$ cat src/rtl/fetch_unit.sv
// Instruction fetch stage: issues npc to instruction memory, tracks in-flight
// requests, feeds fetched words back to the predictor and buffers {pc, inst} for decode.
module fetch_unit #(
  parameter int unsigned MAX_INFLIGHT = 4
) (
  input  logic        clk,
  input  logic        rst,
  input  logic [31:0] npc,
  input  logic        br_late_done,
  output logic        imem_req_valid,
  output logic [31:0] imem_req_addr,
  input  logic        imem_req_ready,
  input  logic        imem_resp_valid,
  input  logic [31:0] imem_resp_data,
  output logic [31:0] inst_feedback,
  output logic        fetch_stall,
  output logic        dec_valid,
  output logic [31:0] dec_inst,
  output logic [31:0] dec_pc,
  input  logic        dec_ready
);

  localparam int unsigned PW = $clog2(MAX_INFLIGHT);
  localparam int unsigned CW = PW + 1;
  localparam logic [CW:0] CREDIT_MAX = (CW+1)'(MAX_INFLIGHT);

  logic [CW-1:0] out_q, out_d;
  logic [CW-1:0] disc_q, disc_d;
  logic [CW-1:0] cnt_q, cnt_d;
  logic [PW-1:0] pq_wr_q, pq_wr_d, pq_rd_q, pq_rd_d;
  logic [PW-1:0] buf_wr_q, buf_wr_d, buf_rd_q, buf_rd_d;

  logic [31:0] pq_mem    [MAX_INFLIGHT];
  logic [31:0] bpc_mem   [MAX_INFLIGHT];
  logic [31:0] binst_mem [MAX_INFLIGHT];

  logic [CW:0] credit_used;
  logic        fire;
  logic        resp_ok;
  logic        drop;
  logic        push;
  logic        pop;

  // Credit is computed from registered state only, so same-cycle pops never free a slot.
  assign credit_used    = {1'b0, out_q} + {1'b0, cnt_q};
  assign imem_req_valid = !rst && (credit_used < CREDIT_MAX);
  assign imem_req_addr  = npc;
  assign fire           = imem_req_valid && imem_req_ready;
  assign fetch_stall    = !fire;

  // A response with nothing outstanding is a protocol error and is ignored.
  assign resp_ok        = !rst && imem_resp_valid && (out_q != '0);
  assign drop           = (disc_q != '0) || br_late_done;
  assign push           = resp_ok && !drop;
  assign inst_feedback  = push ? imem_resp_data : '0;

  assign dec_valid      = !rst && (cnt_q != '0);
  assign pop            = dec_valid && dec_ready;
  assign dec_pc         = dec_valid ? bpc_mem[buf_rd_q]   : '0;
  assign dec_inst       = dec_valid ? binst_mem[buf_rd_q] : '0;

  always_comb begin
    out_d    = out_q;
    disc_d   = disc_q;
    cnt_d    = cnt_q;
    pq_wr_d  = pq_wr_q;
    pq_rd_d  = pq_rd_q;
    buf_wr_d = buf_wr_q;
    buf_rd_d = buf_rd_q;

    if (fire && !resp_ok) begin
      out_d = out_q + CW'(1);
    end else if (!fire && resp_ok) begin
      out_d = out_q - CW'(1);
    end

    if (fire) begin
      pq_wr_d = pq_wr_q + PW'(1);
    end
    if (resp_ok) begin
      pq_rd_d = pq_rd_q + PW'(1);
    end

    // On a redirect everything issued before this cycle is wrong-path; the
    // request fired alongside the redirect is the new target and is kept.
    if (br_late_done) begin
      disc_d = resp_ok ? (out_q - CW'(1)) : out_q;
    end else if (resp_ok && (disc_q != '0)) begin
      disc_d = disc_q - CW'(1);
    end

    if (br_late_done) begin
      cnt_d    = '0;
      buf_rd_d = buf_wr_q;
    end else begin
      if (push && !pop) begin
        cnt_d = cnt_q + CW'(1);
      end else if (pop && !push) begin
        cnt_d = cnt_q - CW'(1);
      end
      if (push) begin
        buf_wr_d = buf_wr_q + PW'(1);
      end
      if (pop) begin
        buf_rd_d = buf_rd_q + PW'(1);
      end
    end
  end

  always_ff @(posedge clk) begin
    if (rst) begin
      out_q    <= '0;
      disc_q   <= '0;
      cnt_q    <= '0;
      pq_wr_q  <= '0;
      pq_rd_q  <= '0;
      buf_wr_q <= '0;
      buf_rd_q <= '0;
    end else begin
      out_q    <= out_d;
      disc_q   <= disc_d;
      cnt_q    <= cnt_d;
      pq_wr_q  <= pq_wr_d;
      pq_rd_q  <= pq_rd_d;
      buf_wr_q <= buf_wr_d;
      buf_rd_q <= buf_rd_d;
    end
  end

  always_ff @(posedge clk) begin
    if (fire) begin
      pq_mem[pq_wr_q] <= imem_req_addr;
    end
    if (push) begin
      bpc_mem[buf_wr_q]   <= pq_mem[pq_rd_q];
      binst_mem[buf_wr_q] <= imem_resp_data;
    end
  end

endmodule

$ cat config.mk
export PLATFORM = sky130hd
export DESIGN_NAME = fetch_unit
export DESIGN_NICKNAME = d
export VERILOG_FILES = /design/src/rtl/fetch_unit.sv
export SDC_FILE = /design/constraint.sdc
export NUM_CORES = 1
export LEC_CHECK = 0
export ABC_AREA = 1
export ABC_CLOCK_PERIOD_IN_PS = 5110
export BUFFER_PORTS_ARGS = -buffer_cell sky130_fd_sc_hd__buf_4
export CAP_MARGIN = 0
export CORE_ASPECT_RATIO = 0.7
export CORE_UTILIZATION = 55
export CTS_CLUSTER_DIAMETER = 120
export DETAILED_ROUTE_END_ITERATION = 8
export PLACE_DENSITY = 0.88
export RECOVER_POWER = 100
export SYNTH_ARGS = -nofsm -noshare
export SYNTH_HDL_FRONTEND = slang
export SYNTH_SLANG_ARGS = --single-unit
$ cat constraint.sdc
create_clock -name clk -period 5.11 [get_ports clk]
set_clock_uncertainty 0.05 [all_clocks]
set_input_delay 0.511 -clock clk [delete_from_list [all_inputs] [get_ports clk]]
set_output_delay 0.511 -clock clk [all_outputs]
set_load 0.05 [all_outputs]
### Word level (Yosys, flattened, before mapping)

Memories as Yosys holds them, arrays and structs flattened. A register that Yosys moved wholly into a read port is not among the register bits.
Index checks and enable logic that the tools add are counted.

| operators by class | value |
|---|---|
| add/sub/neg operators | 10 |
| order comparisons | 1 |
| mux-type cells | 22 |
| bitwise gates (word level) | 1 |
| reductions and logical operators | 28 |

Operators by type and width:

| kind | number |
|---|---|
| $mux 32 | 3 |
| $mux 3 | 7 |
| $mux 2 | 8 |
| $logic_and 1x1->1 | 12 |
| $reduce_bool 3->1 | 3 |
| $sub 3x1->3 const B | 3 |
| $add 2x1->2 const B | 4 |
| $reduce_bool 2->1 | 4 |
| $add 3x1->3 const B | 2 |
| $logic_not 1->1 | 6 |
| $add 3x3->4 | 1 |
| $lt 4x3->1 const B | 1 |
| $mux 1 | 4 |
| $reduce_and 2->1 | 1 |
| $reduce_or 2->1 | 1 |
| $logic_or 1x1->1 | 1 |
| $not 1->1 | 1 |

| storage, ports and cells | value |
|---|---|
| register bits | 17 |
| bits in writable memories | 384 |
| word-level logic and storage cells | 72 |
| memories kept | 3 |

Memories:

| name | words | bits a word | read ports | clocked after memory_dff | wr ports | line | text |
|---|---|---|---|---|---|---|---|
| binst_mem | 4 | 32 | 1 | 1 | 1 | 35 | `logic [31:0] binst_mem [MAX_INFLIGHT];` |
| bpc_mem | 4 | 32 | 1 | 1 | 1 | 34 | `logic [31:0] bpc_mem [MAX_INFLIGHT];` |
| pq_mem | 4 | 32 | 1 | 1 | 1 | 33 | `logic [31:0] pq_mem [MAX_INFLIGHT];` |

### Longest topological paths before layout

Gate-level depths: netlist (run 1).

| depth | value |
|---|---|
| depth in word-level cells | 8 |
| mapped depth | 13 |

### Worst setup path before layout (run 1)

Ideal clock, no wire load.

| timing | value |
|---|---|
| path type | register to register |
| from | reg out_q[0] |
| to | mem binst_mem[0][0], enable pin |
| data arrival time | 3,867 ps |
| required time | 4,574 ps |
| setup slack | 707 ps |
| cell stages (with the launch flop) | 8 |
| buffers on the path | 0 |
| cells stage by stage | dfxtp_1 -> inv_1 -> ha_1 -> nand2_4 -> nand2_4 -> nor3_4 -> inv_4 -> nor2_1 |

| on the way | value |
|---|---|
| word-level cells in the longest chain between the ends | 5 |

Ends and longest elaborated chain:

| item | line | text |
|---|---|---|
| start: declaration | 27 | `logic [CW-1:0] out_q, out_d;` |
| start signal: assignment | 120 | `out_q <= out_d;` |
| $reduce_bool 3->1 | 52 | `assign resp_ok = !rst && imem_resp_valid && (out_q != '0);` |
| $logic_and 1x1->1 | 52 |  |
| $logic_and 1x1->1 | 54 | `assign push = resp_ok && !drop;` |
| $mux 1 | 134 | `if (push) begin` |
| $mux 1 (implied by the code) | 136 | `binst_mem[buf_wr_q] <= imem_resp_data;` |
| end: declaration | 35 |  |

Every way passes these cells.

### Worst setup path after layout (run 1)

| timing | value |
|---|---|
| from | reg out_q[0] |
| to | mem binst_mem[1][14], enable pin |

Same word-level chain as after synthesis.

==> impl_metrics.tcl, run 1 <==
set metrics [dict create \
    grt_pass1_wl_um 56600 \
    report.final.slew_viol_count 287 \
    fillers 2238 \
    cp-start-kind "flip-flop" \
    wl_per_cell_um 19.2 \
    place_congestion 0.857 \
    wl_um 36700 \
    synth_seq_cells 405 \
    crit_top_cell "nand2_1" \
    cts_tree "built" \
    num_vias 10800 \
    fin_crit_ns 4.13 \
    synth_cell_types 27 \
    dr.pass1.iters 7 \
    clkTransAtPathRegs_ns 0.07 \
    antenna_found_initial 0 \
    violations "max-capacitance violations, max-slew violations" \
    worst_path_largest_cell_delay_ns 1.30 \
    multi_input_area_mm2 0.00378 \
    avgSynthCellArea_um2 12.2 \
    finalPower_w 0.00702 \
    worstPathMaxFanout 52 \
    fp.dieH_um 147 \
    fin_util 0.633 \
    drt_iter0_markers 1237 \
    syn-num-nets 1445 \
    clkLatencyLatePin_ns 0.52 \
    reg2reg_from "out_q[0]" \
    grt_use_total 0.236 \
    place_hpwl_um 22300 \
    reg2reg_depth 8 \
    reg2reg_slack_ns 0.98 \
    fp-row-count 52 \
    power_density_mw_per_mm2 379 \
    ctsHoldBuffers 0 \
    worst_slew_pin_slew_ns 2.05 \
    syn-instance-count 1357 \
    yosys_warnings 0 \
    ant_nets 0 \
    maxCapViolCount 8 \
    holdWs_ns 0.192 \
    drive_above_1_share 0.0799 \
    crit_required_ns 5.16 \
    syn-cell-area_mm2 0.0166 \
    clkSinkCount 405 \
    cts_buffers 37 \
    core_mm2 0.0293 \
    reg2reg_to "binst_mem[1][14]" \
    cts_buffer_depth 3 \
    final-seq-area_mm2 0.0120 \
    synth_edf_count 384 \
    max_freq_ghz 0.242 \
    initial_core_util 0.568 \
    fin_setup_tns_ns 0 \
    rsz0062_at_grt "false" \
    io_buffers 200 \
    path_cells "inv_1 > ha_1 > nand2_1 > nand2_1 > nor3_1 > inv_4 > nor2_4 > clkbuf_2" \
    grt_max_degree 117 \
    cts-resized-gates 0 \
    min_path_cells 2 \
    drc 0 \
    ir_drop_uv 203 \
    final-setup-viol-count 0 \
    grt_overflow_total 0 \
    via_per_inst 5.66 \
    outcome "finished with violations" \
    antenna_cells 0 \
    arrival_ns 4.18 \
    min_from "rst" \
    crit_path_end_kind "flip-flop" \
    max-slew-margin-rel -0.368 \
    die_w_um 210 \
    postCtsSetupBuffers 0 \
    io_pins 201 \
    hold_viol 0 \
    power_leakage_nw 6.29 \
    grt_pass1_vias 10400 \
    cts-root-buf "clkbuf_16" \
    synthToLayoutAreaGrowth_pct 11.6 \
    ctsHtreeMaxLevel 2 \
    synth-main-ff-cell "edfxtp_1" \
    ys_seq_area_frac 0.719 \
    die_area_mm2 0.0309 \
    finalCritPeriodShare 0.809 \
    worstSetupPathType "flip-flop to flip-flop" \
    min_path_type "input port to flip-flop" \
    cpMaxStageDelayCell "clkbuf_2" \
    async_flop_share 0 \
    nNetsFinal 1601 \
]
cell type report:
type | instances | share of cell area
tap | 378 | 0.0255
clock inverter | 22 | 0.00756
clock buffer | 43 | 0.0534
sequential | 405 | 0.645
multi-input combinational | 771 | 0.204
timing repair buffer | 221 | 0.0491
inverter | 77 | 0.0158
routing by layer:
metal | global-route usage | vias to the layer above | wire (µm)
met5 | 0 | - | 0
met4 | 0.0591 | 0 | 630
met3 | 0.0442 | 61 | 3210
met2 | 0.379 | 535 | 17200
met1 | 0.337 | 5241 | 15700
li1 | - | 5006 | -
state kept, by name (all words and copies together), names as in the netlist, 3 cells and up, named ones only:
name	cells
binst_mem	128
bpc_mem	128
pq_mem	128
cnt_q	3
disc_q	3
out_q	3
synth_stat cells (17+ instances only):
| master | instances | area share |
|---|---|---|
| clkbuf_1 | 36 | 0.0081 |
| nand2_1 | 45 | 0.010 |
| nor2_1 | 345 | 0.078 |
| dfxtp_1 | 21 | 0.025 |
| ha_1 | 17 | 0.013 |
| nor2_4 | 31 | 0.021 |
| inv_1 | 70 | 0.016 |
| a21oi_1 | 78 | 0.023 |
| buf_4 | 32 | 0.014 |
| buf_2 | 23 | 0.0069 |
| o22ai_1 | 32 | 0.012 |
| edfxtp_1 | 384 | 0.69 |
| o21ai_0 | 195 | 0.059 |
kinds of logic (layout without fill, tap and decap cells):
family,after synthesis,in the layout,share of synthesized area
DFF,405,405,0.719
xor gates and xnor gates,3,3,0.00158
buffers and inverters,181,363,0.0529
adders and majority gates,18,18,0.0140
AOI/OAI and AO/OA,310,310,0.0959
and+or+nand+nor,440,440,0.116
layout by cell type, fill, tap and decap left out, types with 3 or more instances in the layout:
cell type	Yosys	routed
edfxtp_1	384	384
nor2_1	345	339
clkbuf_1	36	202
o21ai_0	195	196
a21oi_1	78	78
inv_1	70	70
nand2_1	45	46
clkbuf_16	0	39
o22ai_1	32	32
nor2_4	31	32
buf_4	32	21
dfxtp_1	21	19
ha_1	17	17
nand3_1	15	15
clkinv_2	0	11
clkinv_1	2	9
nor2_2	0	5
inv_2	4	3
o21ai_1	4	3
through the flow:
step	std cells	cell area (µm²)	setup WS [ns]
6_report	1917	18500	0.977
5_1_grt	1917	18500	0.740
4_1_cts	1917	19400	1.63
3_5_place_dp	1852	18200	2.15
3_3_place_gp	1852	18200	2.21
2_1_floorplan	1357	16600	0.707
critical path, delay by kind of cell (launching register included):
| family | cells | cell delay, ns |
|---|---|---|
| buffers and inverters | 3 | 1.62 |
| and+or+nand+nor | 4 | 1.40 |
| DFF | 1 | 0.36 |
| adders and majority gates | 1 | 0.24 |
worst max path at each step:
stage | slack (ns) | startpoint | end | depth (start not counted)
CTS | 1.63 | flip-flop | dec_pc[21] | 6
floorplan | 0.71 | out_q[0] | binst_mem[0][0] | 7
global placement | 2.21 | flip-flop | dec_pc[13] | 6
finish | 0.98 | out_q[0] | binst_mem[1][14] | 8
global route | 0.74 | out_q[0] | binst_mem[1][14] | 8
detailed placement | 2.15 | rst | binst_mem[2][2] | 7
power by group:
part | switching, W | internal, W
combinational | 0.000515 | 0.000143
sequential | 0.0000302 | 0.00374
clock | 0.00115 | 0.00144
No activity file was read; power rests on OpenSTA's default activity.
==> inputs of run 2 (changes only) <==
ABC_CLOCK_PERIOD_IN_PS = 4200   (was 5110)
clock period = 4.2 ns   (was 5.11 ns; I/O delays follow)
==> run 2 against run 1 <==
Against the previous run:
- the run still ends with max-capacitance violations, max-slew violations left
- non-clock buffer count up 3
- clock-buffer cell count up 7
- register-to-register slack worse by 0.29 ns
- worst hold slack worse by 0.087 ns
- sequential cell count unchanged
- critical endpoint is now dec_pc[19]
- sequential power up 22%
- clock power up 26%
- routed wire length down 1.9%
- via count down 1.3%
- cell area up 0.90%
==> impl_metrics.tcl, run 2 (synthesis gave the netlist of run 1 again) <==
set metrics [dict create \
    via_per_inst 5.58 \
    worst_slew_pin_slew_ns 2.04 \
    place_hpwl_um 22000 \
    die_area_mm2 0.0309 \
    drc 0 \
    power_density_mw_per_mm2 463 \
    path_cells "inv_2 > clkbuf_2 > o21ai_0 > a21oi_1 > clkbuf_1" \
    outcome "finished with violations" \
    cpMaxStageDelayCell "clkbuf_2" \
    num_vias 10700 \
    p_int_w 0.00662 \
    max_freq_ghz 0.265 \
    clockPowerShare 0.378 \
    clkTransAtPathRegs_ns 0.06 \
    drt_iter0_markers 1005 \
    cp-start-kind "flip-flop" \
    die_w_um 210 \
    comb_power_share 0.091 \
    max-slew-margin-rel -0.357 \
    ir_drop_uv 282 \
    dr.pass1.iters 7 \
    fp-row-count 52 \
    cts-resized-gates 0 \
    cts-root-buf "clkbuf_16" \
    finalNonFillerCells 1919 \
    cts_buffers 38 \
    dp_cells 1855 \
    maxCapViolCount 7 \
    wl_per_cell_um 18.8 \
    clkSinkCount 405 \
    grt_pass1_vias 10200 \
    fp.dieH_um 147 \
    io_pins 201 \
    fin_setup_tns_ns 0 \
    worst_path_largest_cell_delay_ns 0.65 \
    place_congestion 0.813 \
    core_mm2 0.0293 \
    antenna_cells 0 \
    io_buffers 200 \
    crit_required_ns 3.73 \
    arrival_ns 3.31 \
    power_leakage_nw 6.44 \
    fin_crit_ns 3.78 \
    synthToLayoutAreaGrowth_pct 12.6 \
    ctsHtreeMaxLevel 2 \
    rsz0062_at_grt "false" \
    swShare 0.236 \
    report.final.slew_viol_count 250 \
    hold_viol 0 \
    initial_core_util 0.568 \
    wl_um 36000 \
    min_path_type "input port to flip-flop" \
    top_regs "binst_mem x128, bpc_mem x128, pq_mem x128" \
    final_cell_mix "384 x edfxtp_1, 341 x nor2_1, 196 x o21ai_0, 177 x clkbuf_1, 78 x a21oi_1" \
    seqPwrFrac 0.531 \
    clkLatencyLatePin_ns 0.52 \
    grt_overflow_total 0 \
    worstPathMaxFanout 60 \
    antenna_found_initial 0 \
    grt_use_total 0.232 \
    drive_above_1_share 0.0967 \
    finalCritPeriodShare 0.900 \
    ctsHoldBuffers 0 \
    final-setup-viol-count 0 \
    switchingPower_w 0.00205 \
    worstSetupPathType "flip-flop to output port" \
    crit_path_end_kind "output port" \
    ant_nets 0 \
    grt_pass1_wl_um 55200 \
    cts_buffer_depth 3 \
    final_common_cell "edfxtp_1" \
    postCtsSetupBuffers 0 \
    cts_tree "built" \
    violations "max-capacitance violations, max-slew violations" \
    nNetsFinal 1605 \
    grt_max_degree 71 \
]
[run 2: cell types whose count changed in the layout (fill, tap and decap cells not counted), moves of 2 or more]
cell and delta:
clkinv_4 -2, buf_4 +27, clkbuf_2 +6, bufinv_16 +2, clkbuf_1 -25, nor2_1 +2
clkinv_2 -10
[run 2: layout make-up]
| class | count | area, µm² |
|---|---|---|
| Fill cell | 2219 | 10600 |
| Sequential cell | 405 | 12000 |
| Inverter | 77 | 292 |
| Timing Repair Buffer | 224 | 1050 |
| Tap cell | 378 | 473 |
| Multi-Input combinational cell | 771 | 3780 |
| Clock buffer | 50 | 1020 |
| Clock inverter | 14 | 141 |
[run 2: layer usage]
| metal | part of all wire | vias to the layer above | global-route usage | wire length (µm) |
|---|---|---|---|---|
| li1 | - | 5008 | - | - |
| met1 | 0.42 | 5091 | 0.329 | 15300 |
| met2 | 0.47 | 535 | 0.374 | 17000 |
| met3 | 0.081 | 72 | 0.0370 | 2900 |
| met4 | 0.025 | 0 | 0.0686 | 903 |
| met5 | 0 | - | 0 | 0 |
[run 2: worst max-delay path: cells and delay by family, from the launching register on]
family / cells / cell delay, ns
AO/OA/AOI/OAI: 2 / 0.48
buffers and inverters: 3 / 1.74
flip-flops: 1 / 0.53
[run 2: power by group through the flow]
stage               Sequential (W)  Clock, W  Combinational, W
global placement           0.00468         0          0.000818
finish                     0.00460   0.00327          0.000789
detailed placement         0.00469         0          0.000852
CTS                        0.00460   0.00330          0.000858
floorplan                  0.00466         0          0.000589
global route               0.00461   0.00344          0.000864
[run 2: through the flow]
step	setup WS (ns)	hold WS (ns)	total power, W	cell area [µm²]	util
after floorplan	-0.203	0.392	0.00525	16600	-
after global placement	1.38	0.405	0.00550	18300	0.624
after detailed placement	1.33	0.412	0.00554	18300	0.624
after CTS	0.781	0.0431	0.00876	19400	0.664
after global routing	0.245	0.0971	0.00892	18700	0.639
final	0.421	0.105	0.00866	18700	0.639
[run 2: worst paths after layout]
path         startpoint            end  slack [ns]  cells after the start
max           flip-flop     dec_pc[19]        0.42                      5
min                 rst      flip-flop        0.11                      2
max reg2reg    out_q[2]  pq_mem[2][21]        0.69                      7
min reg2reg  pq_rd_q[1]     pq_rd_q[1]        0.41                      2
==> inputs of run 3 (changes only) <==
ABC_CLOCK_PERIOD_IN_PS = 4100   (was 4200)
clock period = 4.1 ns   (was 4.2 ns; I/O delays follow)
==> run 3 against run 2 <==
Against the previous run:
- the flow still finishes with violations (max-capacitance violations, max-slew violations)
- routed wire length up 0.65%
- register-to-register slack worse by 0.27 ns
- utilization down 0.12 points
- largest power group unchanged
- clock-buffer cell count up 1
- clock power about the same
- via count up 0.56%
- total power up 1.9%
- worst hold slack better by 0.0024 ns
- sequential power up 2%
- sequential cell count unchanged
- setup slack worse by 0.049 ns
==> impl_metrics.tcl, run 3 (synthesis gave the netlist of run 1 again) <==
set metrics [dict create \
    outcome "finished with violations" \
    violations "max-capacitance violations, max-slew violations" \
    fin_setup_tns_ns 0 \
    max_freq_ghz 0.268 \
    drc 0 \
    ant_nets 0 \
    cp_top_family "buffers and inverters" \
    report.final.slew_viol_count 109 \
    wl_per_cell_um 18.9 \
    via_per_inst 5.61 \
    cp-endpoint "dec_pc[25]" \
    io_buffers 200 \
    synthToLayoutAreaGrowth_pct 12.4 \
    crit_buf_inv 3 \
    grt_pass1_wl_um 55200 \
    power_leakage_nw 6.47 \
    min_path_type "input port to flip-flop" \
    crit_required_ns 3.64 \
    place_congestion 0.804 \
    cts_buffers 39 \
    reg2reg_slack_ns 0.42 \
    worst_path_largest_cell_delay_ns 1.02 \
    cts_buffer_depth 3 \
    hold_viol 0 \
    cts-resized-gates 0 \
    fp.dieH_um 147 \
    place_hpwl_um 21700 \
    max-slew-margin-rel -0.292 \
    final_common_cell "edfxtp_1" \
    ctsHoldBuffers 0 \
    cts-root-buf "clkbuf_16" \
    crit_path_end_kind "output port" \
    reg2reg_from "out_q[0]" \
    reg2reg_depth 8 \
    grt_use_total 0.231 \
    nNetsFinal 1605 \
    die_w_um 210 \
    fin_crit_ns 3.73 \
    cp.depth 6 \
    cts_tree "built" \
    path_cells "inv_1 > nand3_1 > nand2_1 > clkbuf_1 > a21oi_1 > clkbuf_2" \
    ctsHtreeMaxLevel 2 \
    final-setup-viol-count 0 \
    antenna_cells 0 \
    initial_core_util 0.568 \
    dpl_cell_area_mm2 0.0182 \
    power_density_mw_per_mm2 473 \
    clkSinkCount 405 \
    worstSetupPathType "flip-flop to output port" \
    clkLatencyLatePin_ns 0.53 \
    fp-row-count 52 \
    worstPathMaxFanout 24 \
    wl_um 36300 \
    drt_iter0_markers 1241 \
    arrival_ns 3.27 \
    clkTransAtPathRegs_ns 0.06 \
    maxCapViolCount 4 \
    dr.pass1.iters 6 \
    finalInstanceArea_mm2 0.0187 \
    reg2reg_to "binst_mem[0][11]" \
    cp-start-kind "flip-flop" \
    rsz0062_at_grt "false" \
    crit_start "cnt_q[1]" \
    die_area_mm2 0.0309 \
    postCtsSetupBuffers 0 \
    drive_above_1_share 0.105 \
    final_cell_mix "384 x edfxtp_1, 341 x nor2_1, 196 x o21ai_0, 163 x clkbuf_1, 78 x a21oi_1" \
    io_pins 201 \
    core_mm2 0.0293 \
    top_regs "binst_mem x128, bpc_mem x128, pq_mem x128" \
    worst_slew_pin_slew_ns 1.94 \
    antenna_found_initial 0 \
    finalCritPeriodShare 0.909 \
    cpMaxStageDelayCell "clkbuf_1" \
    ir_drop_uv 277 \
    grt_pass1_vias 10400 \
    fillers 2184 \
    num_vias 10800 \
    grt_overflow_total 0 \
    grt_max_degree 73 \
]
[run 3: changes by cell type in the layout (fill, tap and decap cells not counted), moves of 2 or more]
cell	delta
clkbuf_16	+2
clkbuf_2	+30
clkinv_2	+4
clkbuf_1	-14
bufinv_16	-2
buf_4	-17
[run 3: worst min path at each step]
| stage | startpoint | to | slack [ns] | cells past startpoint |
|---|---|---|---|---|
| after global routing | rst | flip-flop | 0.09 | 2 |
| after CTS | npc[27] | pq_mem[1][27] | 0.02 | 1 |
| final | rst | flip-flop | 0.11 | 2 |
| after floorplan | pq_rd_q[1] | flip-flop | 0.39 | 2 |
| after global placement | pq_rd_q[0] | pq_rd_q[0] | 0.40 | 1 |
| after detailed placement | pq_rd_q[1] | pq_rd_q[1] | 0.42 | 2 |
[run 3: worst register-to-register path, cell delays in order, from the launching register on]
cell and delay [ns]:
dfxtp_1 0.37, inv_1 0.12, ha_1 0.24, nand2_1 0.13
nand2_1 0.19, nor3_4 0.35, inv_4 0.31, nor2_1 0.23
clkbuf_1 1.25
[run 3: metrics by stage]
step                std cells  setup WS [ns]  power (W)  utilization  hold slack, ns
floorplan                1357         -0.303    0.00538            -           0.392
global placement         1854           1.27    0.00562        0.623           0.405
detailed placement       1854           1.14    0.00567        0.623           0.421
CTS                      1919          0.661    0.00894        0.663          0.0198
global route             1919          0.247    0.00911        0.638          0.0940
finish                   1919          0.371    0.00883        0.638           0.108
[run 3: area by class of cell]
| cell class | count | area [µm²] | area share |
|---|---|---|---|
| multi-input combinational | 771 | 3780 | 0.202 |
| tap | 378 | 473 | 0.0253 |
| sequential | 405 | 12000 | 0.640 |
| inverter | 77 | 293 | 0.0157 |
| timing repair buffer | 223 | 1020 | 0.0545 |
| clock inverter | 14 | 95.1 | 0.00509 |
| clock buffer | 51 | 1060 | 0.0569 |
[run 3: per-layer routing]
layer | global-route usage | vias to the layer above | wire, µm
met5 | 0 | - | 0
met2 | 0.376 | 547 | 17200
met3 | 0.0348 | 63 | 2850
li1 | - | 5012 | -
met1 | 0.326 | 5144 | 15400
met4 | 0.0715 | 0 | 798
[run 3: power breakdown]
group	leakage, nW	switching (W)	internal [W]	total, W
Sequential	3.63	0.0000338	0.00466	0.00470
Clock	0.564	0.00142	0.00188	0.00330
Combinational	2.27	0.000645	0.000183	0.000828
Total	6.47	0.00210	0.00673	0.00883
